`config.mk`:
```
export PLATFORM = sky130hd
export DESIGN_NAME = btn_reader
export DESIGN_NICKNAME = d
export VERILOG_FILES = /design/src/rtl/btn_reader_pkg.sv /design/src/rtl/btn_debounce.sv /design/src/rtl/btn_reader.sv
export SDC_FILE = /design/constraint.sdc
export NUM_CORES = 1
export LEC_CHECK = 0
export CORE_MARGIN = 2
export CORE_UTILIZATION = 47
export CTS_CLUSTER_DIAMETER = 200
export DETAILED_ROUTE_END_ITERATION = 10
export MAX_ROUTING_LAYER = met4
export PLACE_DENSITY = 0.67
export SYNTH_ARGS = -nofsm -noshare
export SYNTH_HDL_FRONTEND = slang
export SYNTH_SLANG_ARGS = --single-unit
export TNS_END_PERCENT = 1
```
`constraint.sdc`:
```
create_clock -name clk -period 3.12 [get_ports clk]
set_input_delay 0.312 -clock clk [delete_from_list [all_inputs] [get_ports clk]]
set_output_delay 0.312 -clock clk [all_outputs]
set_load 0.1 [all_outputs]
```
`src/rtl/btn_reader_pkg.sv`:
```
// btn_reader_pkg: shared constants for the pushbutton reader.
//   RD_W       : read data bus width
//   ADDR_STATE : debounced level register
//   ADDR_RISE  : sticky rise flags (clear-on-read)
//   ADDR_FALL  : sticky fall flags (clear-on-read)
//   ADDR_INFO  : number of inputs (constant)
package btn_reader_pkg;

    localparam int unsigned RD_W = 32;

    localparam logic [1:0] ADDR_STATE = 2'd0;
    localparam logic [1:0] ADDR_RISE  = 2'd1;
    localparam logic [1:0] ADDR_FALL  = 2'd2;
    localparam logic [1:0] ADDR_INFO  = 2'd3;

endpackage

```
`src/rtl/btn_debounce.sv`:
```
// btn_debounce: one-bit synchroniser + debouncer.
// Ports:
//   clk      : system clock
//   resetn   : asynchronous active-low reset
//   i_btn    : raw asynchronous pad input
//   o_stable : debounced level
//   o_rise   : one-cycle pulse, asserted on the edge where o_stable goes 0->1
//   o_fall   : one-cycle pulse, asserted on the edge where o_stable goes 1->0
// The pulses are combinational from registered state, so a flag register
// sampling them updates on the same edge as o_stable.
module btn_debounce
    import btn_reader_pkg::*;
#(
    parameter int DEBOUNCE_CYCLES = 1000000
) (
    input  logic clk,
    input  logic resetn,
    input  logic i_btn,
    output logic o_stable,
    output logic o_rise,
    output logic o_fall
);

    localparam int CNT_W = $clog2(DEBOUNCE_CYCLES);
    localparam logic [CNT_W-1:0] CNT_MAX = CNT_W'(DEBOUNCE_CYCLES - 1);

    logic             r_meta;
    logic             r_sync;
    logic             r_stable;
    logic [CNT_W-1:0] r_cnt;
    logic             w_differ;
    logic             w_terminal;

    assign w_differ   = r_sync ^ r_stable;
    assign w_terminal = w_differ && (r_cnt == CNT_MAX);

    always_ff @(posedge clk or negedge resetn) begin
        if (!resetn) begin
            r_meta   <= 1'b0;
            r_sync   <= 1'b0;
            r_stable <= 1'b0;
            r_cnt    <= '0;
        end else begin
            r_meta <= i_btn;
            r_sync <= r_meta;
            if (!w_differ) begin
                r_cnt <= '0;
            end else if (w_terminal) begin
                // Accept the new level; counter restarts so it never wraps.
                r_stable <= r_sync;
                r_cnt    <= '0;
            end else begin
                r_cnt <= r_cnt + CNT_W'(1);
            end
        end
    end

    assign o_stable = r_stable;
    assign o_rise   = w_terminal & r_sync;
    assign o_fall   = w_terminal & ~r_sync;

endmodule

```
`src/rtl/btn_reader.sv`:
```
// btn_reader: WIDTH debounced pushbutton inputs with sticky edge flags and a
// registered polled read port.
// Ports:
//   clk       : system clock
//   resetn    : asynchronous active-low reset
//   btn_in    : raw asynchronous pad inputs [WIDTH]
//   rd_en     : read strobe (one cycle per access)
//   rd_addr   : register select (0 state, 1 rise, 2 fall, 3 WIDTH)
//   rd_data   : read data, valid while rd_ack=1, holds otherwise
//   rd_ack    : pulses the cycle after rd_en
//   btn_state : debounced levels
//   irq       : (only with BTN_READER_IRQ_EN) registered OR of all flags
// Optional build macro: BTN_READER_IRQ_EN.
module btn_reader
    import btn_reader_pkg::*;
#(
    parameter int WIDTH           = 4,
    parameter int DEBOUNCE_CYCLES = 1000000
) (
    input  logic              clk,
    input  logic              resetn,
    input  logic [WIDTH-1:0]  btn_in,
    input  logic              rd_en,
    input  logic [1:0]        rd_addr,
    output logic [RD_W-1:0]   rd_data,
    output logic              rd_ack,
`ifdef BTN_READER_IRQ_EN
    output logic              irq,
`endif
    output logic [WIDTH-1:0]  btn_state
);

    logic [WIDTH-1:0] w_stable;
    logic [WIDTH-1:0] w_rise;
    logic [WIDTH-1:0] w_fall;
    logic [WIDTH-1:0] r_rise;
    logic [WIDTH-1:0] r_fall;
    logic [RD_W-1:0]  r_rd_data;
    logic             r_rd_ack;
    logic             w_clr_rise;
    logic             w_clr_fall;
    logic [RD_W-1:0]  w_rd_mux;

    for (genvar g = 0; g < WIDTH; g++) begin : g_bit
        btn_debounce #(
            .DEBOUNCE_CYCLES (DEBOUNCE_CYCLES)
        ) u_debounce (
            .clk      (clk),
            .resetn   (resetn),
            .i_btn    (btn_in[g]),
            .o_stable (w_stable[g]),
            .o_rise   (w_rise[g]),
            .o_fall   (w_fall[g])
        );
    end

    assign w_clr_rise = rd_en && (rd_addr == ADDR_RISE);
    assign w_clr_fall = rd_en && (rd_addr == ADDR_FALL);

    always_comb begin
        w_rd_mux = '0;
        case (rd_addr)
            ADDR_STATE: w_rd_mux = RD_W'(w_stable);
            ADDR_RISE:  w_rd_mux = RD_W'(r_rise);
            ADDR_FALL:  w_rd_mux = RD_W'(r_fall);
            ADDR_INFO:  w_rd_mux = RD_W'(WIDTH);
            default:    w_rd_mux = '0;
        endcase
    end

    // Clear is applied before OR-ing in new events, so an event landing on
    // the clearing edge survives while rd_data captures the pre-event value.
    always_ff @(posedge clk or negedge resetn) begin
        if (!resetn) begin
            r_rise    <= '0;
            r_fall    <= '0;
            r_rd_data <= '0;
            r_rd_ack  <= 1'b0;
        end else begin
            r_rise   <= (r_rise & ~{WIDTH{w_clr_rise}}) | w_rise;
            r_fall   <= (r_fall & ~{WIDTH{w_clr_fall}}) | w_fall;
            r_rd_ack <= rd_en;
            if (rd_en) begin
                r_rd_data <= w_rd_mux;
            end
        end
    end

`ifdef BTN_READER_IRQ_EN
    logic r_irq;

    always_ff @(posedge clk or negedge resetn) begin
        if (!resetn) begin
            r_irq <= 1'b0;
        end else begin
            r_irq <= |(r_rise | r_fall);
        end
    end

    assign irq = r_irq;
`endif

    assign rd_data   = r_rd_data;
    assign rd_ack    = r_rd_ack;
    assign btn_state = w_stable;

endmodule
```
==> results.sh, run 1 <==
export IMPL_synth_seq_cells=105
export IMPL_syn2layout_area_growth_pct=6.659
export IMPL_syn_area_per_cell_um2=9.895
export IMPL_drive_above_1_share=0.06458
export IMPL_synth_area_um2=5205
export IMPL_gp_congestion=0.8467
export IMPL_synth_edf_count=0
export IMPL_p_total_uw=2485
export IMPL_holdBufCountCts=0
export IMPL_nNetsFinal=550
export IMPL_cp_data_required_time_ns=2.81
export IMPL_synthFlopType="dfrtp_1"
export IMPL_critical_path_max_stage_delay_ns=1.14
export IMPL_drv_slew=0
export IMPL_relSlewSlack=0.3499
export IMPL_crit_path_start_kind="register"
export IMPL_max_clock_path_buffers=2
export IMPL_grt_usage=0.1810
export IMPL_cp_cell_sequence="clkdlybuf4s50_1"
export IMPL_coreArea_um2=10840
export IMPL_fin_crit_ns=2.207
export IMPL_grt_pass1_wl_um=16720
export IMPL_cp_num_buf_inv=1
export IMPL_crit_fanout=2
export IMPL_rsz0062_at_grt="no"
export IMPL_placed_cells=666
export IMPL_cp_top_family="buffers and inverters"
export IMPL_worst_pin_slew_ns=0.9720
export IMPL_drt_wl_total_um=9491
export IMPL_port_buffers=17
export IMPL_pwr_density_cell_nw_per_um2=447.6
export IMPL_tns_ns=0
export IMPL_crit_path_end_kind="output pin"
export IMPL_cts_buffers_inserted=9
export IMPL_yosysUniqueCellTypes=46
export IMPL_fin_cells=682
export IMPL_arrival_ns=1.90
export IMPL_grt_max_degree=79
export IMPL_rows=38
export IMPL_clk_latency_ns=0.38
export IMPL_clkSinkCount=105
export IMPL_hpwlAfterDp_um=6508
export IMPL_die_y_um=109.2
export IMPL_async_flop_share=1.000
export IMPL_hold_class="input port to asynchronous set/reset pin"
export IMPL_finalHoldViolations=0
export IMPL_tritoncts="done"
export IMPL_run_status="complete, no violations"
export IMPL_p_leak_uw=0.002300
export IMPL_io_pins=46
export IMPL_netlist_instances=526
export IMPL_antenna_found_initial=0
export IMPL_first_pass_iters=4
export IMPL_max_freq_ghz=0.4530
export IMPL_dieWidth_um=109.2
export IMPL_maxCapViolations=0
export IMPL_grt_pass1_vias=3528
export IMPL_critPathSlowestCell="clkdlybuf4s50_1"
export IMPL_peakVddDrop_mv=0.2280
export IMPL_overflow=0
export IMPL_ant_nets=0
export IMPL_fin_worst_skew_ns=0.01681
export IMPL_vias_per_cell=5.384
export IMPL_postCtsSetupBuffers=0
export IMPL_cts_max_level=3
export IMPL_critical_path_class="register to output pin"
export IMPL_dr_first_iter_drc_count=164
export IMPL_synth_seq_area_share=0.5048
export IMPL_cts_resized=0
export IMPL_wire_per_inst_um=13.92
export IMPL_drc=0
export IMPL_clk_pin_slew_ns=0.11
export IMPL_root_buffer="clkbuf_8"
export IMPL_vias=3672
export IMPL_period_share=0.7075
export IMPL_setup_viol=0
export IMPL_yosysWarnings=0
export IMPL_initial_utilization=0.4801
export IMPL_die_area_um2=11930
export IMPL_antennaDiodeCount=0
cell usage in the layout, fill, tap and decap left out, drive strengths merged, types with 2 or more instances in the layout:
cell type,instances
nand3,24
or3,10
buf,11
clkinv,2
nor4,9
nand3b,2
xor2,29
a32o,5
nor3b,3
nor3,5
or3b,2
ha,4
nor4b,3
nor2,73
and2,6
a21oi,27
clkbuf,10
xnor2,26
clkdlybuf4s50,12
and4,8
a22o,2
inv,21
mux2,3
mux2i,6
nand2,24
and3,6
nor2b,3
o31ai,9
o21ai,17
dfrtp,105
conb,28
nand4,26
nand4b,2
or4,12
state kept, by name (all words and copies together) (netlist names):
signal,cells
r_rise,4
g_bit.u_debounce.r_sync,4
g_bit.u_debounce.o_stable,4
rd_data,4
g_bit.u_debounce.r_meta,4
rd_ack,1
r_fall,4
g_bit.u_debounce.r_cnt,80
where the power goes:
part | leakage [uW] | switching [uW] | internal (uW)
sequential | 0.00143 | 18.5 | 1380
clock | 0.0000892 | 492 | 303
combinational | 0.000780 | 249 | 40.2
total | 0.00230 | 760 | 1730
layout make-up:
type / count / area [um2]
multi-input combinational: 380 / 2301
clock inverter: 6 / 50.05
sequential: 105 / 2628
tap: 140 / 175.2
fill: 990 / 5289
timing repair buffer: 23 / 202.7
inverter: 18 / 67.56
clock buffer: 10 / 127.6
worst reg2reg max path, stage by stage, from the launching register on:
cell and delay [ns]:
dfrtp_1 0.44, and4_1 0.37, nand2_1 0.15, o41ai_2 0.70, buf_4 0.32, nor2_1 0.07
metrics by stage:
| stage | hold slack, ns | area, um2 | util | setup slack, ns |
|---|---|---|---|---|
| final | 0.06390 | 5552 | 0.5121 | 0.9127 |
| after global routing | 0.1439 | 5552 | 0.5121 | 0.7283 |
| after CTS | 0.1087 | 5552 | 0.5121 | 0.8970 |
| after detailed placement | 0.3371 | 5374 | 0.4957 | 0.9780 |
| after global placement | 0.3418 | 5374 | 0.4957 | 1.078 |
| after floorplan | 0.01641 | 5306 | - | 1.225 |
logic make-up after synthesis:
| kind of cell | synth area share |
|---|---|
| muxes | 0.01803 |
| xor gates and xnor gates | 0.09255 |
| buffers and inverters | 0.07404 |
| DFF | 0.5048 |
| other | 0.0007205 |
| AOI/OAI and AO/OA | 0.07164 |
| and+or+nand+nor | 0.2286 |
| adders and majority gates | 0.009616 |
synth_stat cells, types with 7 or more instances:
cell | instances | share of area
xnor2_1 | 26 | 0.044
or4_1 | 12 | 0.017
nor2_1 | 73 | 0.053
o21ai_0 | 15 | 0.014
clkbuf_1 | 10 | 0.0072
dfrtp_1 | 105 | 0.50
inv_1 | 18 | 0.013
buf_4 | 32 | 0.046
nor4_1 | 9 | 0.011
xor2_1 | 29 | 0.049
a21oi_1 | 27 | 0.026
buf_2 | 7 | 0.0067
o31ai_1 | 9 | 0.013
and4_1 | 7 | 0.012
nand2_1 | 24 | 0.017
nand3_1 | 23 | 0.022
nand4_1 | 26 | 0.031
or3_1 | 9 | 0.011
layer usage:
| metal | wire length, um | track usage | up-vias |
|---|---|---|---|
| met2 | 4599 | 0.2764 | 74 |
| li1 | - | - | 1800 |
| met4 | 78 | 0.04159 | 0 |
| met3 | 329 | 0.04423 | 8 |
| met1 | 4484 | 0.2462 | 1790 |
| met5 | 0 | - | - |
path summary, 6_finish.rpt:
path | from | endpoint | slack, ns | cells past startpoint
max in group asynchronous | resetn | g_bit[1].u_debounce.r_cnt[2] | 2.24 | 2
max | rd_data[2] | rd_data[2] | 0.91 | 1
min | resetn | g_bit[2].u_debounce.r_cnt[18] | 0.06 | 1
min in group clk | g_bit[1].u_debounce.r_meta | g_bit[1].u_debounce.r_sync | 0.36 | 0
min reg2reg | g_bit[1].u_debounce.r_meta | g_bit[1].u_debounce.r_sync | 0.36 | 0
max reg2reg | g_bit[3].u_debounce.r_cnt[2] | g_bit[3].u_debounce.r_cnt[5] | 0.97 | 5
Power figures use the tool's default switching activity.
==> inputs of run 2 (changes only) <==
--- a/config.mk
+++ b/config.mk
@@ -10,7 +10,7 @@
 export CTS_CLUSTER_DIAMETER = 200
 export DETAILED_ROUTE_END_ITERATION = 10
 export MAX_ROUTING_LAYER = met4
-export PLACE_DENSITY = 0.67
+export PLACE_DENSITY = 0.7
 export SYNTH_ARGS = -nofsm -noshare
 export SYNTH_HDL_FRONTEND = slang
 export SYNTH_SLANG_ARGS = --single-unit
==> constraint.sdc (replaced) <==
create_clock -name clk -period 2 [get_ports clk]
set_input_delay 0.2 -clock clk [delete_from_list [all_inputs] [get_ports clk]]
set_output_delay 0.2 -clock clk [all_outputs]
set_load 0.1 [all_outputs]
==> results.sh, run 2 (synthesized netlist as in run 1, its figures left out) <==
export IMPL_gp_congestion=0.8753
export IMPL_run_status="complete, no violations"
export IMPL_grtUsageMet2=0.2684
export IMPL_clk_latency_ns=0.38
export IMPL_antenna_found_initial=0
export IMPL_p_leak_uw=0.002363
export IMPL_crit_fanout=3
export IMPL_r2r_cells=5
export IMPL_wire_per_inst_um=13.57
export IMPL_use_met3=0.04124
export IMPL_arrival_ns=2.18
export IMPL_cts_buffers_inserted=9
export IMPL_regArea_um2=2628
export IMPL_drive_above_1_share=0.09074
export IMPL_placed_cells=674
export IMPL_cp_num_buf_inv=0
export IMPL_setup_viol=0
export IMPL_r2r_end="g_bit[1].u_debounce.o_stable"
export IMPL_final_fill_count=977
export IMPL_critPathSlowestCell="or4_4"
export IMPL_fin_crit_ns=1.914
export IMPL_cts_max_level=3
export IMPL_vias=3702
export IMPL_grt_max_degree=106
export IMPL_drv_slew=0
export IMPL_grt_usage=0.1796
export IMPL_die_area_um2=11930
export IMPL_maxCapViolations=0
export IMPL_fin_worst_skew_ns=0.009338
export IMPL_hold_class="input port to register"
export IMPL_dr_first_iter_drc_count=152
export IMPL_cp_cell_sequence="ha_4 -> nand3_1 -> or4_4 -> nor3b_4 -> mux2_1"
export IMPL_peakVddDrop_mv=0.4156
export IMPL_layout_commonest_cell="dfrtp_1"
export IMPL_final_cell_mix="dfrtp_1, nor2_1, xor2_1"
export IMPL_port_buffers=17
export IMPL_io_pins=46
export IMPL_critical_path_max_stage_delay_ns=0.57
export IMPL_regMostFlops="g_bit.u_debounce.r_cnt"
export IMPL_syn2layout_area_growth_pct=8.341
export IMPL_reg2reg_from="g_bit[1].u_debounce.r_cnt[1]"
export IMPL_tritoncts="done"
export IMPL_multiInputGateArea_um2=2323
export IMPL_period_share=0.9572
export IMPL_crit_path_end_kind="register"
export IMPL_min_from="btn_in[1]"
export IMPL_crit_path_start_kind="register"
export IMPL_rows=38
export IMPL_final_area_um2=5639
export IMPL_holdPathStages=1
export IMPL_drc=0
export IMPL_cp_top_family="simple AND/OR/NAND/NOR gates"
export IMPL_die_y_um=109.2
export IMPL_drt_wl_total_um=9374
export IMPL_hold_end="g_bit[1].u_debounce.r_meta"
export IMPL_max_clock_path_buffers=2
export IMPL_ant_nets=0
export IMPL_relSlewSlack=0.6272
export IMPL_vias_per_cell=5.357
export IMPL_overflow=0
export IMPL_finalHoldViolations=0
export IMPL_fin_cells=691
export IMPL_max_freq_ghz=0.5224
export IMPL_busiest_layer="met2"
export IMPL_critical_path_class="register to register"
export IMPL_r2r_setup_slack_ns=0.09
export IMPL_clkSinkCount=105
export IMPL_initial_utilization=0.4801
export IMPL_dieWidth_um=109.2
export IMPL_hpwlAfterDp_um=6466
export IMPL_use_met1=0.2423
export IMPL_place_area_um2=5434
export IMPL_clk_pin_slew_ns=0.09
export IMPL_nNetsFinal=559
export IMPL_largest_reg_flops=80
export IMPL_grt_pass1_vias=3566
export IMPL_worst_pin_slew_ns=0.5592
export IMPL_grt_pass1_wl_um=16420
export IMPL_coreArea_um2=10840
export IMPL_antennaDiodeCount=0
export IMPL_first_pass_iters=4
export IMPL_pwr_density_cell_nw_per_um2=683.8
export IMPL_cp_data_required_time_ns=2.27
export IMPL_root_buffer="clkbuf_8"
==> run 2: metrics by stage <==
step / power, uW / setup slack (ns) / util / setup TNS, ns / hold slack (ns)
after global routing: 4023 / -0.01729 / 0.5202 / -0.01729 / 0.2370
after global placement: 2682 / 0.08521 / 0.5013 / 0 / 0.3097
after floorplan: 2623 / 0.1053 / - / 0 / -0.09559
after CTS: 3900 / 0.01016 / 0.5181 / 0 / 0.2444
final: 3856 / 0.08565 / 0.5202 / 0 / 0.2525
after detailed placement: 2689 / 0.04117 / 0.5013 / 0 / 0.3162
==> run 2: report_power, final <==
group	internal [uW]	total (uW)	switching, uW
Sequential	2160	2190	30.5
Clock	483	1210	724
Combinational	72.0	462	390
Total	2710	3860	1140
==> run 2: layout make-up <==
type                    count  share of cell area
clock buffers              11             0.02507
flip-flops and latches    105              0.4659
well taps                 140             0.03106
inverters                  18             0.01198
multi-input cells         380              0.4120
repair buffers             32             0.04837
clock inverters             5            0.005547
==> run 2: worst max path at each step <==
stage | startpoint | slack, ns | cells after the start | end
6_report | g_bit[1].u_debounce.r_cnt[1] | 0.09 | 5 | g_bit[1].u_debounce.o_stable
5_1_grt | g_bit[1].u_debounce.r_cnt[0] | -0.02 | 5 | g_bit[1].u_debounce.o_stable
4_1_cts | g_bit[1].u_debounce.r_cnt[0] | 0.01 | 5 | g_bit[1].u_debounce.o_stable
3_5_place_dp | g_bit[1].u_debounce.r_cnt[0] | 0.04 | 5 | g_bit[1].u_debounce.o_stable
3_3_place_gp | g_bit[1].u_debounce.r_cnt[0] | 0.09 | 5 | g_bit[1].u_debounce.o_stable
2_1_floorplan | g_bit[1].u_debounce.r_cnt[0] | 0.11 | 5 | g_bit[1].u_debounce.o_stable
==> run 2: metal layers <==
| metal | routed length [um] | vias to the layer above |
|---|---|---|
| li1 | - | 1823 |
| met1 | 4454 | 1792 |
| met2 | 4307 | 70 |
| met3 | 423 | 17 |
| met4 | 188 | 0 |
| met5 | 0 | - |
==> run 2: worst reg2reg max path: cells and delay by family (launching register included) <==
kind,cells,cell delay [ns]
adders and majority gates,1,0.17
and+or+nand+nor,3,0.88
muxes,1,0.33
DFF,1,0.43
==> run 2: what timing repair did <==
| item | 4_1_cts | 5_1_grt |
|---|---|---|
| endpoints found under the hold margin | 105 | 0 |
| hold buffers | 1 | 0 |
| buffers inserted | 0 | 0 |
| gates resized for setup | 0 | 4 |
| setup endpoints to repair | 0 | 14 |
==> inputs of run 3 (changes only) <==
--- a/config.mk
+++ b/config.mk
@@ -10,7 +10,7 @@
 export CTS_CLUSTER_DIAMETER = 200
 export DETAILED_ROUTE_END_ITERATION = 10
 export MAX_ROUTING_LAYER = met4
-export PLACE_DENSITY = 0.7
+export PLACE_DENSITY = 0.67
 export SYNTH_ARGS = -nofsm -noshare
 export SYNTH_HDL_FRONTEND = slang
 export SYNTH_SLANG_ARGS = --single-unit
==> constraint.sdc (replaced) <==
create_clock -name clk -period 2.15 [get_ports clk]
set_input_delay 0.43 -clock clk [delete_from_list [all_inputs] [get_ports clk]]
set_output_delay 0.43 -clock clk [all_outputs]
set_load 0.1 [all_outputs]
==> results.sh, run 3 (synthesized netlist as in run 1, its figures left out) <==
export IMPL_run_status="complete, no violations"
export IMPL_cp_num_buf_inv=0
export IMPL_nNetsFinal=559
export IMPL_cts_buffers_inserted=9
export IMPL_rsz0062_at_grt="no"
export IMPL_finalHoldViolations=0
export IMPL_tns_ns=0
export IMPL_critical_path_max_stage_delay_ns=0.56
export IMPL_power_frac_seq=0.514
export IMPL_maxCapViolations=0
export IMPL_clkSinkCount=105
export IMPL_initial_utilization=0.4801
export IMPL_gp_congestion=0.8096
export IMPL_fin_worst_skew_ns=0.008289
export IMPL_rows=38
export IMPL_p_clk_frac=0.378
export IMPL_first_pass_iters=4
export IMPL_p_int_uw=2881
export IMPL_grt_max_degree=44
export IMPL_p_total_uw=3957
export IMPL_max_freq_ghz=0.4990
export IMPL_drv_slew=0
export IMPL_cts_max_level=3
export IMPL_final_fill_count=956
export IMPL_fin_cells=691
export IMPL_period_share=0.9321
export IMPL_critical_path_class="register to register"
export IMPL_clk_pin_slew_ns=0.10
export IMPL_grt_usage=0.1747
export IMPL_crit_fanout=4
export IMPL_critPathSlowestCell="or4_1"
export IMPL_overflow=0
export IMPL_setup_viol=0
export IMPL_largest_reg_flops=80
export IMPL_arrival_ns=2.27
export IMPL_regMostFlops="g_bit.u_debounce.r_cnt"
export IMPL_final_cell_mix="dfrtp_1, nor2_1, xor2_1"
export IMPL_final_area_um2=5695
export IMPL_hold_class="register to register"
export IMPL_antennaDiodeCount=0
export IMPL_ant_nets=0
export IMPL_vias_per_cell=5.317
export IMPL_multiInputGateArea_um2=2301
export IMPL_postCtsSetupBuffers=0
export IMPL_crit_path_start_kind="register"
export IMPL_cts_resized=0
export IMPL_wire_per_inst_um=13.43
export IMPL_hpwlAfterDp_um=6622
export IMPL_dieWidth_um=109.2
export IMPL_holdBufCountCts=1
export IMPL_fin_crit_ns=2.004
export IMPL_coreArea_um2=10840
export IMPL_peakVddDrop_mv=0.4299
export IMPL_power_frac_comb=0.109
export IMPL_p_leak_uw=0.002383
export IMPL_tritoncts="done"
export IMPL_p_sw_frac=0.2719
export IMPL_die_area_um2=11930
export IMPL_cp_top_family="simple AND/OR/NAND/NOR gates"
export IMPL_regArea_um2=2628
export IMPL_grt_pass1_wl_um=16080
export IMPL_crit_path_end_kind="register"
export IMPL_pwr_density_cell_nw_per_um2=694.8
export IMPL_cp_cell_sequence="ha_1 -> nand3_1 -> or4_1 -> nor3b_2 -> mux2_1"
export IMPL_drive_above_1_share=0.08893
export IMPL_hold_ws_ns=0.3573
export IMPL_layout_commonest_cell="dfrtp_1"
export IMPL_cp_data_required_time_ns=2.41
export IMPL_clk_latency_ns=0.38
export IMPL_drt_wl_total_um=9280
export IMPL_drc=0
export IMPL_dr_first_iter_drc_count=207
export IMPL_placed_cells=674
export IMPL_syn2layout_area_growth_pct=9.423
export IMPL_vias=3674
export IMPL_port_buffers=17
export IMPL_die_y_um=109.2
export IMPL_max_clock_path_buffers=2
export IMPL_net_switching_power_uw=1076
export IMPL_root_buffer="clkbuf_8"
export IMPL_grt_pass1_vias=3413
export IMPL_place_area_um2=5434
export IMPL_antenna_found_initial=0
export IMPL_io_pins=46
==> run 3: cell types whose count changed in the layout (fill, tap and decap cells not counted), sizes merged <==
cell / delta
inv: +1
clkbuf: -1
clkinvlp: +1
clkinv: -4
bufinv: +3
==> run 3: power by group through the flow <==
stage	clock network (uW)	logic, uW	registers [uW]
after global placement	0	429	2070
after CTS	1530	434	2030
after detailed placement	0	432	2070
final	1490	430	2030
after global routing	1610	461	2040
after floorplan	0	324	2120
==> run 3: path summary, 6_finish.rpt <==
kind | to | slack, ns | cells after the start | startpoint
min in group asynchronous | g_bit[2].u_debounce.r_cnt[14] | 0.53 | 2 | resetn
max reg2reg | g_bit[1].u_debounce.o_stable | 0.15 | 5 | g_bit[1].u_debounce.r_cnt[0]
max in group asynchronous | g_bit[3].u_debounce.r_cnt[6] | 1.02 | 3 | resetn
min | g_bit[0].u_debounce.r_sync | 0.36 | 0 | g_bit[0].u_debounce.r_meta
max | g_bit[1].u_debounce.o_stable | 0.15 | 5 | g_bit[1].u_debounce.r_cnt[0]
min reg2reg | g_bit[0].u_debounce.r_sync | 0.36 | 0 | g_bit[0].u_debounce.r_meta
==> run 3: metal layers <==
layer | track usage | wire length [um] | part of all wire
met1 | 0.2325 | 4545 | 0.49
met2 | 0.2693 | 4332 | 0.47
met3 | 0.04483 | 326 | 0.035
met4 | 0.04250 | 75 | 0.0081
met5 | - | 0 | 0
==> run 3: cell type report <==
class,instances,area share
well taps,140,0.03076
clock inverters,6,0.01999
inverters,18,0.01186
repair buffers,32,0.04789
clock buffers,10,0.02417
flip-flops and latches,105,0.4613
multi-input cells,380,0.4040
==> run 3: per-stage QoR <==
stage | utilization | worst slack (ns)
floorplan | - | 0.2553
global route | 0.5254 | 0.04042
finish | 0.5254 | 0.1460
global placement | 0.5013 | 0.2013
CTS | 0.5254 | 0.1392
detailed placement | 0.5013 | 0.1400
==> run 3: worst register-to-register path: stages (launching register included) <==
cell and delay [ns]:
dfrtp_1 0.39, ha_1 0.21, nand3_1 0.10, or4_1 0.56
nor3b_2 0.28, mux2_1 0.35
